**config.mk**
```make
export PLATFORM = sky130hd
export DESIGN_NAME = fpu_ss_wb_arbiter_flat
export DESIGN_NICKNAME = d
export VERILOG_FILES = /design/src/rtl/fpu_ss_pkg.sv /design/src/rtl/fpu_ss_wb_arbiter_if.sv /design/src/rtl/fpu_ss_wb_fifo.sv /design/src/rtl/fpu_ss_wb_arbiter.sv /design/src/flat_wrapper.sv
export SDC_FILE = /design/constraint.sdc
export NUM_CORES = 1
export LEC_CHECK = 0
export ABC_AREA = 1
export BUFFER_PORTS_ARGS = -buffer_cell sky130_fd_sc_hd__buf_2
export CAP_MARGIN = 40
export CELL_PAD_IN_SITES_DETAIL_PLACEMENT = 0
export CELL_PAD_IN_SITES_GLOBAL_PLACEMENT = 1
export CORE_MARGIN = 2
export CORE_UTILIZATION = 30
export DETAILED_ROUTE_END_ITERATION = 6
export GPL_TIMING_DRIVEN = 1
export PLACE_DENSITY = 0.73
export SLEW_MARGIN = 20
export SYNTH_ARGS = -nofsm -noshare
export SYNTH_HDL_FRONTEND = slang
export SYNTH_SLANG_ARGS = --single-unit
```
**constraint.sdc**
```tcl
create_clock -name clk_i -period 4.01 [get_ports clk_i]
set_input_delay 0.401 -clock clk_i [delete_from_list [all_inputs] [get_ports clk_i]]
set_output_delay 0.401 -clock clk_i [all_outputs]
set_load 0.01 [all_outputs]
```
**src/rtl/fpu_ss_pkg.sv**
```systemverilog
// Shared types and defaults for the FPU subsystem writeback path.
// wb_req_t is one register-file write request (destination plus data).
package fpu_ss_pkg;

  localparam int FPU_SS_LSU_WB_DEPTH = 2;
  localparam int FPU_SS_MAX_STARVE   = 4;

  typedef struct packed {
    logic [4:0]  rd;
    logic [31:0] data;
  } wb_req_t;

endpackage

```
**src/rtl/fpu_ss_wb_arbiter_if.sv**
```systemverilog
// Bundle of the FPnew result, LSU result, FP register-file write and XIF result signals.
// slave is the arbiter's view; master is the surrounding pipeline's view.
interface fpu_ss_wb_arbiter_if;

  logic        fpu_valid_i;
  logic        fpu_ready_o;
  logic        fpu_rd_is_fp_i;
  logic [4:0]  fpu_rd_i;
  logic [31:0] fpu_data_i;
  logic [3:0]  fpu_id_i;

  logic        lsu_valid_i;
  logic        lsu_we_i;
  logic [4:0]  lsu_rd_i;
  logic [31:0] lsu_data_i;

  logic        fpr_we_o;
  logic [4:0]  fpr_waddr_o;
  logic [31:0] fpr_wdata_o;
  logic        fpr_src_lsu_o;

  logic        x_result_valid_o;
  logic        x_result_ready_i;
  logic [3:0]  x_result_id_o;
  logic [4:0]  x_result_rd_o;
  logic [31:0] x_result_data_o;

  logic        lsu_buf_full_o;

  modport slave (
    input  fpu_valid_i, fpu_rd_is_fp_i, fpu_rd_i, fpu_data_i, fpu_id_i,
    input  lsu_valid_i, lsu_we_i, lsu_rd_i, lsu_data_i,
    input  x_result_ready_i,
    output fpu_ready_o,
    output fpr_we_o, fpr_waddr_o, fpr_wdata_o, fpr_src_lsu_o,
    output x_result_valid_o, x_result_id_o, x_result_rd_o, x_result_data_o,
    output lsu_buf_full_o
  );

  modport master (
    output fpu_valid_i, fpu_rd_is_fp_i, fpu_rd_i, fpu_data_i, fpu_id_i,
    output lsu_valid_i, lsu_we_i, lsu_rd_i, lsu_data_i,
    output x_result_ready_i,
    input  fpu_ready_o,
    input  fpr_we_o, fpr_waddr_o, fpr_wdata_o, fpr_src_lsu_o,
    input  x_result_valid_o, x_result_id_o, x_result_rd_o, x_result_data_o,
    input  lsu_buf_full_o
  );

endinterface

```
**src/rtl/fpu_ss_wb_fifo.sv**
```systemverilog
// Small FIFO of writeback requests; head is visible combinationally, push and pop may coincide.
// The producer must not push into a full FIFO unless it pops in the same cycle.
module fpu_ss_wb_fifo
  import fpu_ss_pkg::*;
#(
  parameter int DEPTH = FPU_SS_LSU_WB_DEPTH
) (
  input  logic    clk_i,
  input  logic    rst_ni,
  input  logic    push_i,
  input  wb_req_t push_data_i,
  input  logic    pop_i,
  output wb_req_t head_o,
  output logic    empty_o,
  output logic    full_o
);

  localparam int PW = (DEPTH > 1) ? $clog2(DEPTH) : 1;
  localparam int CW = $clog2(DEPTH + 1);

  wb_req_t         mem_q [DEPTH];
  wb_req_t         mem_d [DEPTH];
  logic [PW-1:0]   wptr_q, wptr_d;
  logic [PW-1:0]   rptr_q, rptr_d;
  logic [CW-1:0]   count_q, count_d;

  assign head_o  = mem_q[rptr_q];
  assign empty_o = (count_q == '0);
  assign full_o  = (count_q == CW'(DEPTH));

  always_comb begin
    mem_d   = mem_q;
    wptr_d  = wptr_q;
    rptr_d  = rptr_q;
    count_d = count_q + CW'(push_i) - CW'(pop_i);
    if (push_i) begin
      mem_d[wptr_q] = push_data_i;
      wptr_d        = (wptr_q == PW'(DEPTH - 1)) ? '0 : wptr_q + 1'b1;
    end
    if (pop_i) begin
      rptr_d = (rptr_q == PW'(DEPTH - 1)) ? '0 : rptr_q + 1'b1;
    end
  end

  always_ff @(posedge clk_i or negedge rst_ni) begin
    if (!rst_ni) begin
      for (int i = 0; i < DEPTH; i++) mem_q[i] <= '0;
      wptr_q  <= '0;
      rptr_q  <= '0;
      count_q <= '0;
    end else begin
      mem_q   <= mem_d;
      wptr_q  <= wptr_d;
      rptr_q  <= rptr_d;
      count_q <= count_d;
    end
  end

  no_overflow_a: assert property (@(posedge clk_i) disable iff (!rst_ni)
    !(push_i && full_o && !pop_i));

endmodule

```
**src/rtl/fpu_ss_wb_arbiter.sv**
```systemverilog
// Shares the FP register-file write port between FPnew and load results (0-cycle writeback),
// buffers loads that lose arbitration, and holds integer FPnew results for the XIF result channel.
module fpu_ss_wb_arbiter
  import fpu_ss_pkg::*;
#(
  parameter int LSU_DEPTH  = FPU_SS_LSU_WB_DEPTH,
  parameter int MAX_STARVE = FPU_SS_MAX_STARVE
) (
  input logic                 clk_i,
  input logic                 rst_ni,
  fpu_ss_wb_arbiter_if.slave  bus
);

  localparam int SW = $clog2(MAX_STARVE + 1);

  logic    lsu_in, fpu_fp, buf_empty, buf_full;
  logic    gnt_lsu, gnt_fpu, push, pop;
  logic    x_hs, int_rdy, hold_load;
  wb_req_t head, lsu_req, wr_req;

  logic [SW-1:0] starve_q, starve_d;
  logic          hold_vld_q, hold_vld_d;
  logic [3:0]    hold_id_q, hold_id_d;
  logic [4:0]    hold_rd_q, hold_rd_d;
  logic [31:0]   hold_data_q, hold_data_d;

  assign lsu_in  = bus.lsu_valid_i & bus.lsu_we_i;
  assign fpu_fp  = bus.fpu_valid_i & bus.fpu_rd_is_fp_i;
  assign lsu_req = '{rd: bus.lsu_rd_i, data: bus.lsu_data_i};

  // Grants are gated by reset so the write port is quiet while reset is held.
  always_comb begin
    gnt_lsu = 1'b0;
    gnt_fpu = 1'b0;
    if (rst_ni) begin
      if (buf_full)                                        gnt_lsu = 1'b1;
      else if ((starve_q == SW'(MAX_STARVE)) && fpu_fp)    gnt_fpu = 1'b1;
      else if (!buf_empty || lsu_in)                       gnt_lsu = 1'b1;
      else if (fpu_fp)                                     gnt_fpu = 1'b1;
    end
  end

  assign pop  = gnt_lsu & ~buf_empty;
  assign push = lsu_in & ~(gnt_lsu & buf_empty);

  always_comb begin
    wr_req = '0;
    if (gnt_lsu)      wr_req = buf_empty ? lsu_req : head;
    else if (gnt_fpu) wr_req = '{rd: bus.fpu_rd_i, data: bus.fpu_data_i};
  end

  assign bus.fpr_we_o       = gnt_lsu | gnt_fpu;
  assign bus.fpr_waddr_o    = wr_req.rd;
  assign bus.fpr_wdata_o    = wr_req.data;
  assign bus.fpr_src_lsu_o  = gnt_lsu;
  assign bus.lsu_buf_full_o = buf_full;

  fpu_ss_wb_fifo #(.DEPTH(LSU_DEPTH)) u_lsu_buf (
    .clk_i       (clk_i),
    .rst_ni      (rst_ni),
    .push_i      (push),
    .push_data_i (lsu_req),
    .pop_i       (pop),
    .head_o      (head),
    .empty_o     (buf_empty),
    .full_o      (buf_full)
  );

  always_comb begin
    starve_d = starve_q;
    if (fpu_fp && gnt_lsu) begin
      if (starve_q != SW'(MAX_STARVE)) starve_d = starve_q + 1'b1;
    end else begin
      starve_d = '0;
    end
  end

  // A held integer result may be replaced in the cycle it is handed over.
  assign x_hs      = hold_vld_q & bus.x_result_ready_i;
  assign int_rdy   = ~hold_vld_q | x_hs;
  assign hold_load = bus.fpu_valid_i & ~bus.fpu_rd_is_fp_i & int_rdy;

  assign bus.fpu_ready_o = bus.fpu_rd_is_fp_i ? gnt_fpu : int_rdy;

  always_comb begin
    hold_vld_d  = hold_vld_q & ~x_hs;
    hold_id_d   = hold_id_q;
    hold_rd_d   = hold_rd_q;
    hold_data_d = hold_data_q;
    if (hold_load) begin
      hold_vld_d  = 1'b1;
      hold_id_d   = bus.fpu_id_i;
      hold_rd_d   = bus.fpu_rd_i;
      hold_data_d = bus.fpu_data_i;
    end
  end

  assign bus.x_result_valid_o = hold_vld_q;
  assign bus.x_result_id_o    = hold_id_q;
  assign bus.x_result_rd_o    = hold_rd_q;
  assign bus.x_result_data_o  = hold_data_q;

  always_ff @(posedge clk_i or negedge rst_ni) begin
    if (!rst_ni) begin
      starve_q    <= '0;
      hold_vld_q  <= 1'b0;
      hold_id_q   <= '0;
      hold_rd_q   <= '0;
      hold_data_q <= '0;
    end else begin
      starve_q    <= starve_d;
      hold_vld_q  <= hold_vld_d;
      hold_id_q   <= hold_id_d;
      hold_rd_q   <= hold_rd_d;
      hold_data_q <= hold_data_d;
    end
  end

endmodule

```
**src/flat_wrapper.sv**
```systemverilog
// flat-port wrapper written by rule: the top's interface ports become plain ports
module fpu_ss_wb_arbiter_flat import fpu_ss_pkg::*;
#(
  parameter int LSU_DEPTH  = FPU_SS_LSU_WB_DEPTH,
  parameter int MAX_STARVE = FPU_SS_MAX_STARVE
)
  (clk_i, rst_ni, bus_fpu_valid_i, bus_fpu_rd_is_fp_i, bus_fpu_rd_i, bus_fpu_data_i, bus_fpu_id_i, bus_lsu_valid_i, bus_lsu_we_i, bus_lsu_rd_i, bus_lsu_data_i, bus_x_result_ready_i, bus_fpu_ready_o, bus_fpr_we_o, bus_fpr_waddr_o, bus_fpr_wdata_o, bus_fpr_src_lsu_o, bus_x_result_valid_o, bus_x_result_id_o, bus_x_result_rd_o, bus_x_result_data_o, bus_lsu_buf_full_o);
  fpu_ss_wb_arbiter_if bus_i ();
  input logic clk_i;
  input logic rst_ni;
  input wire logic [$bits(bus_i.fpu_valid_i)-1:0] bus_fpu_valid_i;
  input wire logic [$bits(bus_i.fpu_rd_is_fp_i)-1:0] bus_fpu_rd_is_fp_i;
  input wire logic [$bits(bus_i.fpu_rd_i)-1:0] bus_fpu_rd_i;
  input wire logic [$bits(bus_i.fpu_data_i)-1:0] bus_fpu_data_i;
  input wire logic [$bits(bus_i.fpu_id_i)-1:0] bus_fpu_id_i;
  input wire logic [$bits(bus_i.lsu_valid_i)-1:0] bus_lsu_valid_i;
  input wire logic [$bits(bus_i.lsu_we_i)-1:0] bus_lsu_we_i;
  input wire logic [$bits(bus_i.lsu_rd_i)-1:0] bus_lsu_rd_i;
  input wire logic [$bits(bus_i.lsu_data_i)-1:0] bus_lsu_data_i;
  input wire logic [$bits(bus_i.x_result_ready_i)-1:0] bus_x_result_ready_i;
  output wire logic [$bits(bus_i.fpu_ready_o)-1:0] bus_fpu_ready_o;
  output wire logic [$bits(bus_i.fpr_we_o)-1:0] bus_fpr_we_o;
  output wire logic [$bits(bus_i.fpr_waddr_o)-1:0] bus_fpr_waddr_o;
  output wire logic [$bits(bus_i.fpr_wdata_o)-1:0] bus_fpr_wdata_o;
  output wire logic [$bits(bus_i.fpr_src_lsu_o)-1:0] bus_fpr_src_lsu_o;
  output wire logic [$bits(bus_i.x_result_valid_o)-1:0] bus_x_result_valid_o;
  output wire logic [$bits(bus_i.x_result_id_o)-1:0] bus_x_result_id_o;
  output wire logic [$bits(bus_i.x_result_rd_o)-1:0] bus_x_result_rd_o;
  output wire logic [$bits(bus_i.x_result_data_o)-1:0] bus_x_result_data_o;
  output wire logic [$bits(bus_i.lsu_buf_full_o)-1:0] bus_lsu_buf_full_o;
  assign bus_i.fpu_valid_i = bus_fpu_valid_i;
  assign bus_i.fpu_rd_is_fp_i = bus_fpu_rd_is_fp_i;
  assign bus_i.fpu_rd_i = bus_fpu_rd_i;
  assign bus_i.fpu_data_i = bus_fpu_data_i;
  assign bus_i.fpu_id_i = bus_fpu_id_i;
  assign bus_i.lsu_valid_i = bus_lsu_valid_i;
  assign bus_i.lsu_we_i = bus_lsu_we_i;
  assign bus_i.lsu_rd_i = bus_lsu_rd_i;
  assign bus_i.lsu_data_i = bus_lsu_data_i;
  assign bus_i.x_result_ready_i = bus_x_result_ready_i;
  assign bus_fpu_ready_o = bus_i.fpu_ready_o;
  assign bus_fpr_we_o = bus_i.fpr_we_o;
  assign bus_fpr_waddr_o = bus_i.fpr_waddr_o;
  assign bus_fpr_wdata_o = bus_i.fpr_wdata_o;
  assign bus_fpr_src_lsu_o = bus_i.fpr_src_lsu_o;
  assign bus_x_result_valid_o = bus_i.x_result_valid_o;
  assign bus_x_result_id_o = bus_i.x_result_id_o;
  assign bus_x_result_rd_o = bus_i.x_result_rd_o;
  assign bus_x_result_data_o = bus_i.x_result_data_o;
  assign bus_lsu_buf_full_o = bus_i.lsu_buf_full_o;
  fpu_ss_wb_arbiter #(.LSU_DEPTH(LSU_DEPTH), .MAX_STARVE(MAX_STARVE)) u_core (.clk_i(clk_i), .rst_ni(rst_ni), .bus(bus_i));
endmodule
```
# Yosys cells after proc, flatten, opt, wreduce, memory -nomap -nowiden
# Cells that the tools add are included.
dict set report op_classes {
  n_addsub 5
  magnitude_cmp 3
  eq_ne 4
  n_mux 24
  bitwise 18
  n_reduce_logical 6
}
# operator count
set op_table {}
lappend op_table {{$mux W37} 7}
lappend op_table {{$bwmux W74} 1}
lappend op_table {{$demux W37 S1} 1}
lappend op_table {{$mux W1} 13}
lappend op_table {{$and A1 B1 Y1} 9}
lappend op_table {{$mux W3} 2}
lappend op_table {{$not A1 Y1} 5}
lappend op_table {{$ge A2 B2 Y1 const B} 2}
lappend op_table {{$not A1 Y2} 2}
lappend op_table {{$add A3 B1 Y3 const B} 1}
lappend op_table {{$eq A3 B3 Y1 const B} 1}
lappend op_table {{$logic_and A1 B1 Y1} 3}
lappend op_table {{$ne A3 B3 Y1 const B} 1}
lappend op_table {{$add A1 B1 Y1 const B} 2}
lappend op_table {{$add A2 B1 Y2} 1}
lappend op_table {{$eq A2 B2 Y1 const B} 1}
lappend op_table {{$logic_not A2 Y1} 1}
lappend op_table {{$lt A2 B1 Y1 const B} 1}
lappend op_table {{$ne A2 B2 Y1 const B} 1}
lappend op_table {{$or A1 B1 Y1} 2}
lappend op_table {{$sub A2 B1 Y2} 1}
lappend op_table {{$logic_not A1 Y1} 1}
lappend op_table {{$logic_or A1 B1 Y1} 1}
dict set report totals {
  reg_bits 123
  in_bits 85
  output_inout_bits 83
  elab_cells 72
}

# Logic depth before layout (Yosys ltp)
# Gate-level depths: netlist of the first run.
dict set report logic_depth {
  word_depth 12
  ltp_mapped 15
  mapped_depth_nobuf 14
}

# Cells and area by module
# Synthesis of the first run repeated with hierarchy kept, for this count alone.
dict set report unflattened {
  hier_cells 837
  hier_area_um2 6337.3
}
# module instances cells_each area_per_inst_um2 seq_area_each_um2
set modules_own_cells {}
lappend modules_own_cells {fpu_ss_wb_fifo 1 418 3494.6 1951.9}
lappend modules_own_cells {fpu_ss_wb_arbiter 1 419 2842.7 1126.1}

# Least setup slack after synthesis of the first run
# OpenSTA, ideal clock, no wires.
dict set report synth_timing {
  kind {register to register}
  from {register u_core.starve_q[0]}
  to {register u_core.u_lsu_buf.count_q[1]}
  setup_time_ns 0.116
  arrival_time_ns 1.923
  t_required_ns 3.894
  slack_ns 1.970
  path_stages_with_launch 16
  path_buffers 1
  path_cell_list {dfrtp_1 -> inv_1 -> ha_1 -> nand2_2 -> o21ai_2 -> nand2_2 -> nand2_1 -> nor2_1 -> buf_2 -> nand2_1 -> o21ai_0 -> ha_1 -> xor2_1 -> inv_1 -> nand3_1 -> nand2_1}
}
dict set report synth_via {
  elab_chain_len 10
  word_cells_on_any_way 11
  cone_classes {add/sub (2); eq/ne (1); mux (3); bitwise (4); reduce/logical (1)}
}
# item line
set synth_lines {}
lappend synth_lines {{start: declaration} fpu_ss_wb_arbiter.sv:21} ;# logic [SW-1:0] starve_q, starve_d;
lappend synth_lines {{start signal: assignment} fpu_ss_wb_arbiter.sv:111} ;# starve_q <= starve_d;
lappend synth_lines {{$eq A3 B3 Y1 *} fpu_ss_wb_arbiter.sv:37} ;# else if ((starve_q == SW'(MAX_STARVE)) && fpu_fp) gnt_fpu = 1'b1;
lappend synth_lines {{$logic_and A1 B1 Y1 *} fpu_ss_wb_arbiter.sv:37}
lappend synth_lines {{$mux W1 *} fpu_ss_wb_arbiter.sv:37}
lappend synth_lines {{$mux W1 *} fpu_ss_wb_arbiter.sv:36} ;# if (buf_full) gnt_lsu = 1'b1;
lappend synth_lines {{$mux W1 *} fpu_ss_wb_arbiter.sv:35} ;# if (rst_ni) begin
lappend synth_lines {{$and A1 B1 Y1} fpu_ss_wb_arbiter.sv:44} ;# assign push = lsu_in & ~(gnt_lsu & buf_empty);
lappend synth_lines {{$not A1 Y1} fpu_ss_wb_arbiter.sv:44}
lappend synth_lines {{$and A1 B1 Y1} fpu_ss_wb_arbiter.sv:44}
lappend synth_lines {{$add A2 B1 Y2} fpu_ss_wb_fifo.sv:35} ;# count_d = count_q + CW'(push_i) - CW'(pop_i);
lappend synth_lines {{$sub A2 B1 Y2 *} fpu_ss_wb_fifo.sv:35}
lappend synth_lines {{via u_core.u_lsu_buf.count_d[1]} fpu_ss_wb_fifo.sv:25} ;# logic [CW-1:0] count_q, count_d;
lappend synth_lines {{end signal: assignment} fpu_ss_wb_fifo.sv:55} ;# count_q <= count_d;
lappend synth_lines {{end: declaration} fpu_ss_wb_fifo.sv:25}
# Mark *: on every way through the listed nets, which the timed path passes. The rest lies on a longest branch.
# A chain may end at the register's enable or synchronous reset.

# Worst setup path after layout of the first run
dict set report layout_timing {
  from {register u_core.starve_q[0]}
  to {output port bus_fpr_wdata_o[11]}
}
dict set report layout_via {
  elab_chain_len 7
  word_cells_on_any_way 10
  cone_classes {eq/ne (1); mux (8); reduce/logical (1)}
}
# item line
set layout_lines {}
lappend layout_lines {{$eq A3 B3 Y1 *} fpu_ss_wb_arbiter.sv:37}
lappend layout_lines {{$logic_and A1 B1 Y1 *} fpu_ss_wb_arbiter.sv:37}
lappend layout_lines {{$mux W1} fpu_ss_wb_arbiter.sv:37}
lappend layout_lines {{$mux W1} fpu_ss_wb_arbiter.sv:36}
lappend layout_lines {{$mux W1} fpu_ss_wb_arbiter.sv:35}
lappend layout_lines {{$mux W37} fpu_ss_wb_arbiter.sv:49} ;# else if (gnt_fpu) wr_req = '{rd: bus.fpu_rd_i, data: bus.fpu_data_i};
lappend layout_lines {{$mux W37 *} fpu_ss_wb_arbiter.sv:48} ;# if (gnt_lsu) wr_req = buf_empty ? lsu_req : head;
lappend layout_lines {{end: declaration} flat_wrapper.sv:24} ;# output wire logic [$bits(bus_i.fpr_wdata_o)-1:0] bus_fpr_wdata_o;
# Every way passes the cells marked *; elsewhere a longest branch is shown, timed or not.

==> run metrics, run 1 <==
status=finished, final reports clean; Pleak=4.08 nW; drt wl/cell=between 15 and 20 µm; initial DRC count=243; number of synthesized register bits=roughly 120; switching power=1.99 mW; synth warn=0; Setup CP Type=flip-flop to output port; Area contributors post-synth=dfrtp_1 (50%), nand2_1 (17%), mux2_2 (14%); H-tree Lvls=4; largest net degree at the start of global routing=76; RSZ-0062 raised after global routing=no; Slew HR=47.8%; Resize count post-CTS=0; Final Hold Viols=0; 1st-pass router iterations=4; share of cells above drive strength 1=between 30% and 40%; TritonCTS Buffers=17; crit path max fanout=37; Synth Area in Adders=0.611%; die span in y=147 µm; Clock Path Buffers=2; critical path's largest stage delay=0.71 ns; Final setup viols=0; Port-buffer cells=167; mux contribution to synthesized area=approximately 14%; pre-CTS setup slack=1.22 ns; Worst path slowest cell=inv_2; crit path cell chain=inv_1, ha_1, nand2_2, o21ai_2, nand2_2, nand3_4, inv_2, nand2_1, nand3_1, buf_2; GRT Resource Usage Total=16.4%; gpl congestion=0.726; Hold Path Class=input pin to flip-flop; Placed Instance Area=roughly 0.0072 mm²; area leader, netlist=dfrtp_1; Most common cell on crit path=nand2_2; Synth Cell Area=0.00615 mm²; antenna violations before repair=0; first-pass GRT wire length=28200 µm; DRC=0; Setup crit end kind=output port; clock power share=31.0%; final hold slack=0.215 ns; Net Sw Frac=34.5%; register area share after synthesis=50.1%; Max Cap Viol=0; leading cell types in the layout, fill and taps excluded=nand2_1 (278), buf_2 (166), dfrtp_1 (121); Mean Syn Cell Area=9.10 µm²; Setup Total Neg Slack=0 ns; Sink Count=123; critical path launch point type=flip-flop; fin crit share=79.0%; VDD IR max=0.000289 V; Synth Area in Compound Gates=0.387%; vias in the first global route=5343; Die Area=0.0217 mm²; internal power=approximately 3.8 mW; Reg area=0.00308 mm²; fmax=316 MHz; Layout fillers=2068; Req. time, crit path=3.61 ns; starting density of the core=between 30% and 40%; final wirelength=17200 µm; I/O pin count=168; CTS tree=done; Area Overhead vs Synth=29.4%; fin crit period=3.17 ns; sequential share of power=a little over a third; Rows=52; Syn Inst Count=676; Via density=4.76; Max Slew Vio Count=0; Yosys top cell area share=50.1%; fin util=around 39%; Antenna Cells=0; pwr dens=around 730 mW/mm²; Placed Cells=around 1100; largest family of logic cells by synthesized area=simple AND/OR/NAND/NOR gates; Synth Area in XOR/XNOR=less than 1%; most common cell after layout, fill and taps aside=nand2_1; final std cells w/o fill=about 1100; die width=between 100 and 150 µm; Core ar.=0.0202 mm²; fin area=0.00796 mm²; Gate power share=between 30% and 40%; Layout Nets=about 910; clock transition at the registers of the reported paths=0.06 ns; area of the multi-input gates=0.00277 mm²; Worst-Margin Slew=0.783 ns; Synth Area in Simple Gates=slightly below 30%; post-route setup slack=0.841 ns; Root Buffer=clkbuf_16; Final Skew=0.00837 ns; Clk Latency, worst-skew pair=0.41 ns; Vias=5281; DRT antenna net count=0; Synth cell types=22; Arrival @ worst endpoint=2.77 ns; Post-Syn Nets=764; grt ovf=0; overall power=5.78 mW; half-perimeter wire length after detailed placement=11200 µm
power by group through the flow:
stage / sequential, mW / combinational [mW] / clock (mW)
after CTS: 2.01 / 2.01 / 1.82
after global routing: 2.07 / 2.23 / 1.88
after floorplan: 1.93 / 1.37 / 0
final: 2.01 / 1.98 / 1.79
after global placement: 2.09 / 1.84 / 0
after detailed placement: 2.02 / 2.01 / 0
cell families after synthesis:
family,after synthesis
xor+xnor,4
buf+inv,62
compound gates,4
simple gates,402
mux,78
flops,123
fa+ha+maj,3
routing by layer:
layer | track usage (%) | up-vias | routed length [µm]
met5 | 0 | - | 0
met4 | 4.23 | 0 | 156
met1 | 21.8 | 2546 | 8080
met3 | 4.19 | 16 | 960
li1 | - | 2579 | -
met2 | 26.9 | 140 | 8020
registers in the layout (all words and copies together), names as in the netlist:
signal / flops
u_core.u_lsu_buf.rptr_q: 1
u_core.starve_q: 3
u_core.u_lsu_buf.count_q: 2
u_core.u_lsu_buf.mem_q: 74
u_core.bus.x_result_id_o: 4
u_core.u_lsu_buf.wptr_q: 1
u_core.bus.x_result_valid_o: 1
u_core.bus.x_result_rd_o: 5
u_core.bus.x_result_data_o: 32
worst max-delay path: cells and delay by family (launching register included):
kind	cells	cell delay [ns]
AOI/OAI and AO/OA	1	0.07
adders and majority gates	1	0.22
and+or+nand+nor	5	0.77
buffers and inverters	3	0.92
DFF	1	0.35
area by class of cell:
| cell class | count | share of cell area, % |
|---|---|---|
| clock buffers | 20 | 5.87 |
| clock inverters | 12 | 2.72 |
| inverters | 13 | 0.613 |
| multi-input cells | 491 | 34.8 |
| flip-flops and latches | 123 | 38.7 |
| well taps | 270 | 4.25 |
| repair buffers | 180 | 13.0 |
synth_stat cells, drive strengths merged:
cell type	n
buf	35
nand3	44
mux2	78
xnor2	1
xor2	3
nand4	74
dfrtp	123
clkbuf	14
nor2	4
a21oi	2
nand2	280
inv	13
o21ai	2
ha	3
worst paths after layout:
kind | from | end | slack, ns | depth (start not counted)
max in group asynchronous | rst_ni | u_core.bus.x_result_data_o[7] | 2.36 | 6
hold / removal | bus_fpu_id_i[0] | u_core.bus.x_result_id_o[0] | 0.21 | 2
setup / recovery | u_core.starve_q[0] | bus_fpr_wdata_o[11] | 0.84 | 10
setup reg to reg | u_core.starve_q[0] | u_core.u_lsu_buf.mem_q[28] | 1.29 | 10
min in group asynchronous | rst_ni | u_core.bus.x_result_valid_o | 0.38 | 2
hold reg to reg | u_core.u_lsu_buf.mem_q[70] | u_core.u_lsu_buf.mem_q[70] | 0.47 | 2
repair_timing:
action | 4_1_cts | 5_1_grt
hold buffers | 1 | 0
setup buffers | 0 | 0
hold endpoints to repair | 1 | 0
endpoints found under the setup margin | 0 | 0
(Power assumes the default switching activity.)
==> run 2: changes to the inputs <==
Settings changed: ABC_AREA 1 to 0, PLACE_DENSITY 0.73 to 0.69.
Clock period 4.01 ns to 3.1 ns, I/O delays scaled along.
==> run 2 against run 1 <==
Against the previous run:
- combinational power is 26% higher
- power grew 23%
- worst hold slack worse by 0.084 ns
- sequential cell count unchanged
- count of clock-buffer cells in the layout grew 6
- first-iteration DRC count shrank 24%
- design area decreased by 1.6%
- critical path type unchanged
==> run metrics, run 2 <==
share of cells above drive strength 1=53.4%; vias in the first global route=4916; die width=roughly 150 µm; TritonCTS Buffers=17; Final Hold Viols=0; Layout fillers=1928; pwr dens=911 mW/mm²; gpl congestion=0.722; fin crit period=approximately 3 ns; DRC=0; area of the multi-input gates=between 0.002 and 0.003 mm²; critical path's largest stage delay=0.64 ns; antenna violations before repair=0; status=finished, final reports clean; Area contributors post-synth=dfrtp_1 (50%), mux2_2 (20%), a221o_1 (6.1%); Hold Path Class=input pin to flip-flop; max FFs per register=74; Top delay family on crit path=buffers and inverters; Slew HR=49.8%; area leader, netlist=dfrtp_1; Worst path slowest cell=dfrtp_2; Die Area=~0.022 mm²; Worst-Margin Slew=0.753 ns; Arrival @ worst endpoint=2.62 ns; register area share after synthesis=50.3%; Post-Syn Nets=roughly 540; Synth cell types=44; Antenna Cells=0; CTS tree=done; Clock Path Buffers=2; half-perimeter wire length after detailed placement=11000 µm; Pleak=about 3.5 nW; final std cells w/o fill=896; Setup CP Type=flip-flop to output port; Reg area=between 0.003 and 0.004 mm²; initial DRC count=about 180; VDD IR max=between 0.0003 and 0.0004 V; Clk Latency, worst-skew pair=between 0.4 and 0.5 ns; GRT Resource Usage Total=around 15%; leading cell types in the layout, fill and taps excluded=buf_2 (166), dfrtp_1 (121), mux2_2 (110); Most common cell on crit path=buf_4; fin crit share=roughly 95%; final wirelength=about 16000 µm; Max Cap Viol=0; WHS Path Cells=2; Final Skew=between 0.01 and 0.015 ns; most frequent cells after synthesis=dfrtp_1 (123), mux2_2 (110), a211oi_1 (43), a221o_1 (37), mux2i_1 (37); number of synthesized register bits=123; WP buf/inv=4; fmax=341 MHz; main flop type after synthesis=dfrtp_1; Via density=~5.0; Sink Count=123; RSZ-0062 raised after global routing=no; Layout Nets=701; H-tree Lvls=4; Setup Total Neg Slack=0 ns; Port-buffer cells=167; Final setup viols=0; Rows=52; asr flop ratio synth=100%; Vias=around 4500; Core ar.=0.0201 mm²; clock transition at the registers of the reported paths=0.05 ns; starting density of the core=30.4%; drt wl/cell=17.9 µm; Yosys top cell area share=around 50%; Root Buffer=clkbuf_16; largest register by flop count=u_core.u_lsu_buf.mem_q; critical path launch point type=flip-flop; Syn Inst Count=447; R2R cell count=10; crit path max fanout=23; overall power=between 7 and 8 mW; largest net degree at the start of global routing=69; crit path cell chain=buf_4, nand2b_1, inv_1, a211oi_4, buf_4, a221o_1, buf_2; die span in y=147 µm; Post-synth EDFFs=0; top-count cell post-synth=dfrtp_1; I/O pin count=168; Req. time, crit path=about 2.8 ns; fin util=39.0%; DRT antenna net count=0; Area Overhead vs Synth=28.0%; Placed Cells=862; synth warn=0; Setup crit end kind=output port; grt ovf=0; first-pass GRT wire length=between 20000 and 30000 µm; final hold slack=about 0.13 ns; most common cell after layout, fill and taps aside=buf_2; WP depth=7; 1st-pass router iterations=4; Mean Syn Cell Area=13.7 µm²; Max Slew Vio Count=0; Synth Cell Area=0.00612 mm²
## run 2: cell count changes after synthesis, moves of 10 or more
cell      before  now
buf_2         24   14
nand4_1       74    0
nand3_1       41    4
nand2_1      278    6
mux2i_1        0   37
a211oi_1       0   43
a221o_1        0   37
mux2_2        78  110
## run 2: worst paths after layout
check	start	to	slack (ns)
worst min-delay path	bus_fpu_id_i[2]	u_core.bus.x_result_id_o[2]	0.13
worst max-delay path	u_core.u_lsu_buf.count_q[0]	bus_fpr_wdata_o[5]	0.17
max in group asynchronous	rst_ni	u_core.u_lsu_buf.rptr_q	1.85
min in group asynchronous	rst_ni	u_core.u_lsu_buf.mem_q[61]	0.34
worst min register to register	u_core.u_lsu_buf.mem_q[43]	u_core.u_lsu_buf.mem_q[43]	0.48
worst max register to register	u_core.starve_q[0]	u_core.u_lsu_buf.count_q[1]	0.58
## run 2: area by class of cell
cell class / instances / area share (%)
Timing Repair Buffer: 184 / 13.1
Clock buffer: 26 / 6.37
Inverter: 5 / 0.240
Multi-Input combinational cell: 282 / 35.5
Tap cell: 270 / 4.31
Sequential cell: 123 / 39.3
Clock inverter: 6 / 1.09
## run 2: worst reg2reg max path: stages (launching register included)
cell	delay [ns]
dfrtp_1	0.39
inv_1	0.07
ha_1	0.27
and4_4	0.31
buf_12	0.21
a21o_1	0.18
a211oi_1	0.30
ha_1	0.27
nand2_1	0.07
nor4_1	0.22
a211oi_1	0.08
## run 2: per-layer routing
layer / global-route usage [%] / wire length [µm] / vias to the layer above
li1: - / - / 2060
met1: 18.6 / 6950 / 2311
met2: 26.6 / 8180 / 129
met3: 3.98 / 688 / 15
met4: 4.71 / 230 / 0
met5: 0 / 0 / -
## run 2: per-stage QoR
| stage | setup WS (ns) | instance area [µm²] |
|---|---|---|
| after global routing | 0.00780 | 7830 |
| final | 0.167 | 7830 |
| after floorplan | 0.848 | 6120 |
| after CTS | 0.0762 | 7800 |
| after detailed placement | 0.470 | 7210 |
| after global placement | 0.619 | 7190 |
## run 2: what timing repair did
item / CTS / global route
hold endpoints to repair: 16 / 0
resized for setup: 0 / 1
hold buffers: 1 / 0
setup buffers: 0 / 0
setup endpoints to repair: 0 / 37
## run 2: power breakdown
part | switching [mW] | leakage, nW | internal (mW)
Combinational | 1.15 | 1.80 | 1.35
Sequential | 0.457 | 1.46 | 2.23
Clock | 0.683 | 0.281 | 1.27
## run 2: cell families after synthesis
logic type      share of synthesized area (%)
buf+inv                                  4.76
flops                                    50.3
mux                                      27.3
fa+ha+maj                               0.614
simple gates                             3.27
xor+xnor                                0.430
compound gates                           13.3
==> run 3: changes to the inputs <==
Settings changed: GPL_TIMING_DRIVEN 1 to 0.
==> run 3 against run 2 <==
Against the previous run:
- global-route usage increased by 0.92 points
- clock power increased by 3%
- critical path type unchanged
- non-clock buffer count increased by 29
- sequential share of layout area decreased by 1.2 points
- cell count increased by 3.2%
- combinational power increased by 8.4%
- setup slack improved by 0.027 ns
- critical path depth increased by 1
- sequential power decreased by 5%
- sequential cell count unchanged
- die area unchanged
==> run metrics, run 3 (synthesis gave the netlist of run 2 again) <==
antenna violations before repair=0; area of the multi-input gates=0.00276 mm²; Max Slew Vio Count=0; Setup CP Type=flip-flop to output port; Most common cell on crit path=buf_2; share of cells above drive strength 1=54.7%; Worst-Margin Slew=0.799 ns; Slew HR=46.7%; Setup crit end kind=output port; fin crit period=just under 3 ns; Core ar.=0.0201 mm²; Setup Total Neg Slack=0 ns; Die Area=0.0216 mm²; GR Util met2=~27%; Clk Latency, worst-skew pair=0.41 ns; pre-CTS setup slack=-0.168 ns; I/O pin count=168; Sink Count=123; drt wl/cell=18.7 µm; overall power=7.26 mW; most used routing layer=met2; half-perimeter wire length after detailed placement=12100 µm; 1st-pass router iterations=4; Req. time, crit path=2.79 ns; largest register by flop count=u_core.u_lsu_buf.mem_q; Final setup viols=0; CTS tree=done; largest net degree at the start of global routing=64; Final Skew=0.00877 ns; die width=147 µm; sequential share of power=35.1%; Hold Path Class=input pin to asynchronous set/reset pin; Arrival @ worst endpoint=2.60 ns; first-pass GRT wire length=27000 µm; max FFs per register=74; Net Sw Frac=about 33%; fmax=344 MHz; RSZ-0062 raised after global routing=no; Rows=52; final wirelength=17300 µm; Vias=approximately 4600; TritonCTS Buffers=17; Area Overhead vs Synth=31.9%; Reg area=0.00308 mm²; clock transition at the registers of the reported paths=about 0.060 ns; Via density=5.01; fin crit share=93.7%; crit path max fanout=10; VDD IR max=between 0.0004 and 0.0005 V; post-route setup slack=between 0.15 and 0.2 ns; initial DRC count=about 150; GRT Resource Usage Total=16.2%; internal power=roughly 4.9 mW; status=finished, final reports clean; Final Hold Viols=0; met1 GRT Util=20.1%; Worst path slowest cell=dfrtp_1; Root Buffer=clkbuf_16; Gate power share=roughly 37%; Clock Path Buffers=2; die span in y=147 µm; grt ovf=0; Port-buffer cells=between 150 and 200; clock power share=27.5%; critical path's largest stage delay=0.41 ns; crit path cell chain=inv_1, ha_1, nand2_1, a211oi_4, clkbuf_4, buf_2, a221o_1, buf_2; Pleak=3.68 nW; starting density of the core=30.4%; Antenna Cells=0; DRC=0; vias in the first global route=5021; leading cell types in the layout, fill and taps excluded=buf_2 (179), dfrtp_1 (123), mux2_2 (110); met3 Use GR=3.73%; Layout fillers=1925; most common cell after layout, fill and taps aside=buf_2; Max Cap Viol=0; Layout Nets=730; gpl congestion=0.781; critical path launch point type=flip-flop; DRT antenna net count=0; pwr dens=900 mW/mm²; switching power=2.41 mW; H-tree Lvls=4
-- run 3: changes by cell type in the layout (fill, tap and decap cells not counted), sizes merged --
| cell | change |
|---|---|
| clkinvlp | +2 |
| inv | +3 |
| clkinv | +1 |
| clkbuf | +8 |
| buf | +15 |
-- run 3: what timing repair did --
item                                    in CTS  in global routing
hold endpoints to repair                    60                  0
setup buffers                                0                  3
pin swaps                                    1                  1
endpoints found under the setup margin      32                 32
hold buffers                                 4                  0
resized for setup                            1                  6
-- run 3: power groups by stage --
stage	logic, mW	clock network (mW)	registers (mW)
finish	2.71	2.00	2.55
global route	2.95	2.13	2.62
CTS	2.73	2.04	2.55
detailed placement	2.70	0	2.57
global placement	2.63	0	2.52
floorplan	1.82	0	2.54
-- run 3: final timing paths --
path / cells past startpoint / start / endpoint / slack [ns]
min in group clk_i: 2 / bus_fpu_id_i[2] / u_core.bus.x_result_id_o[2] / 0.12
max: 8 / u_core.starve_q[0] / bus_fpr_wdata_o[19] / 0.19
min: 3 / rst_ni / u_core.u_lsu_buf.mem_q[35] / 0.03
max reg2reg: 11 / u_core.starve_q[0] / u_core.u_lsu_buf.count_q[1] / 0.40
min reg2reg: 1 / u_core.u_lsu_buf.mem_q[72] / u_core.u_lsu_buf.mem_q[72] / 0.49
max in group asynchronous: 4 / rst_ni / u_core.bus.x_result_data_o[17] / 2.18
-- run 3: cell type report --
| class | instances | share of cell area, % |
|---|---|---|
| buffer | 37 | 3.44 |
| clock buffer | 20 | 5.66 |
| clock inverter | 12 | 1.72 |
| inverter | 5 | 0.233 |
| multi-input combinational | 282 | 34.2 |
| sequential | 123 | 38.1 |
| tap | 270 | 4.19 |
| timing repair buffer | 176 | 12.4 |
-- run 3: through the flow --
step | util, % | cells | hold slack (ns) | instance area, µm²
finish | 40.1 | 925 | 0.0273 | 8070
global route | 40.1 | 925 | 0.0428 | 8070
CTS | 39.9 | 921 | 0.0329 | 8020
detailed placement | 36.5 | 885 | 0.274 | 7330
global placement | 36.3 | 884 | 0.466 | 7290
floorplan | - | 447 | 0.0144 | 6120
-- run 3: worst max-delay path, delay by kind of cell (launching register included) --
family / cells / cell delay, ns
AND/OR/NAND/NOR: 1 / 0.19
AO/OA/AOI/OAI: 2 / 0.52
flip-flops: 1 / 0.41
adder cells (fa/ha/maj): 1 / 0.27
buffers and inverters: 4 / 0.79
-- run 3: metal layers --
metal,part of all wire (%),vias up
met3,4.9,24
li1,-,2119
met5,0,-
met1,43,2349
met2,50,142
met4,1.9,0
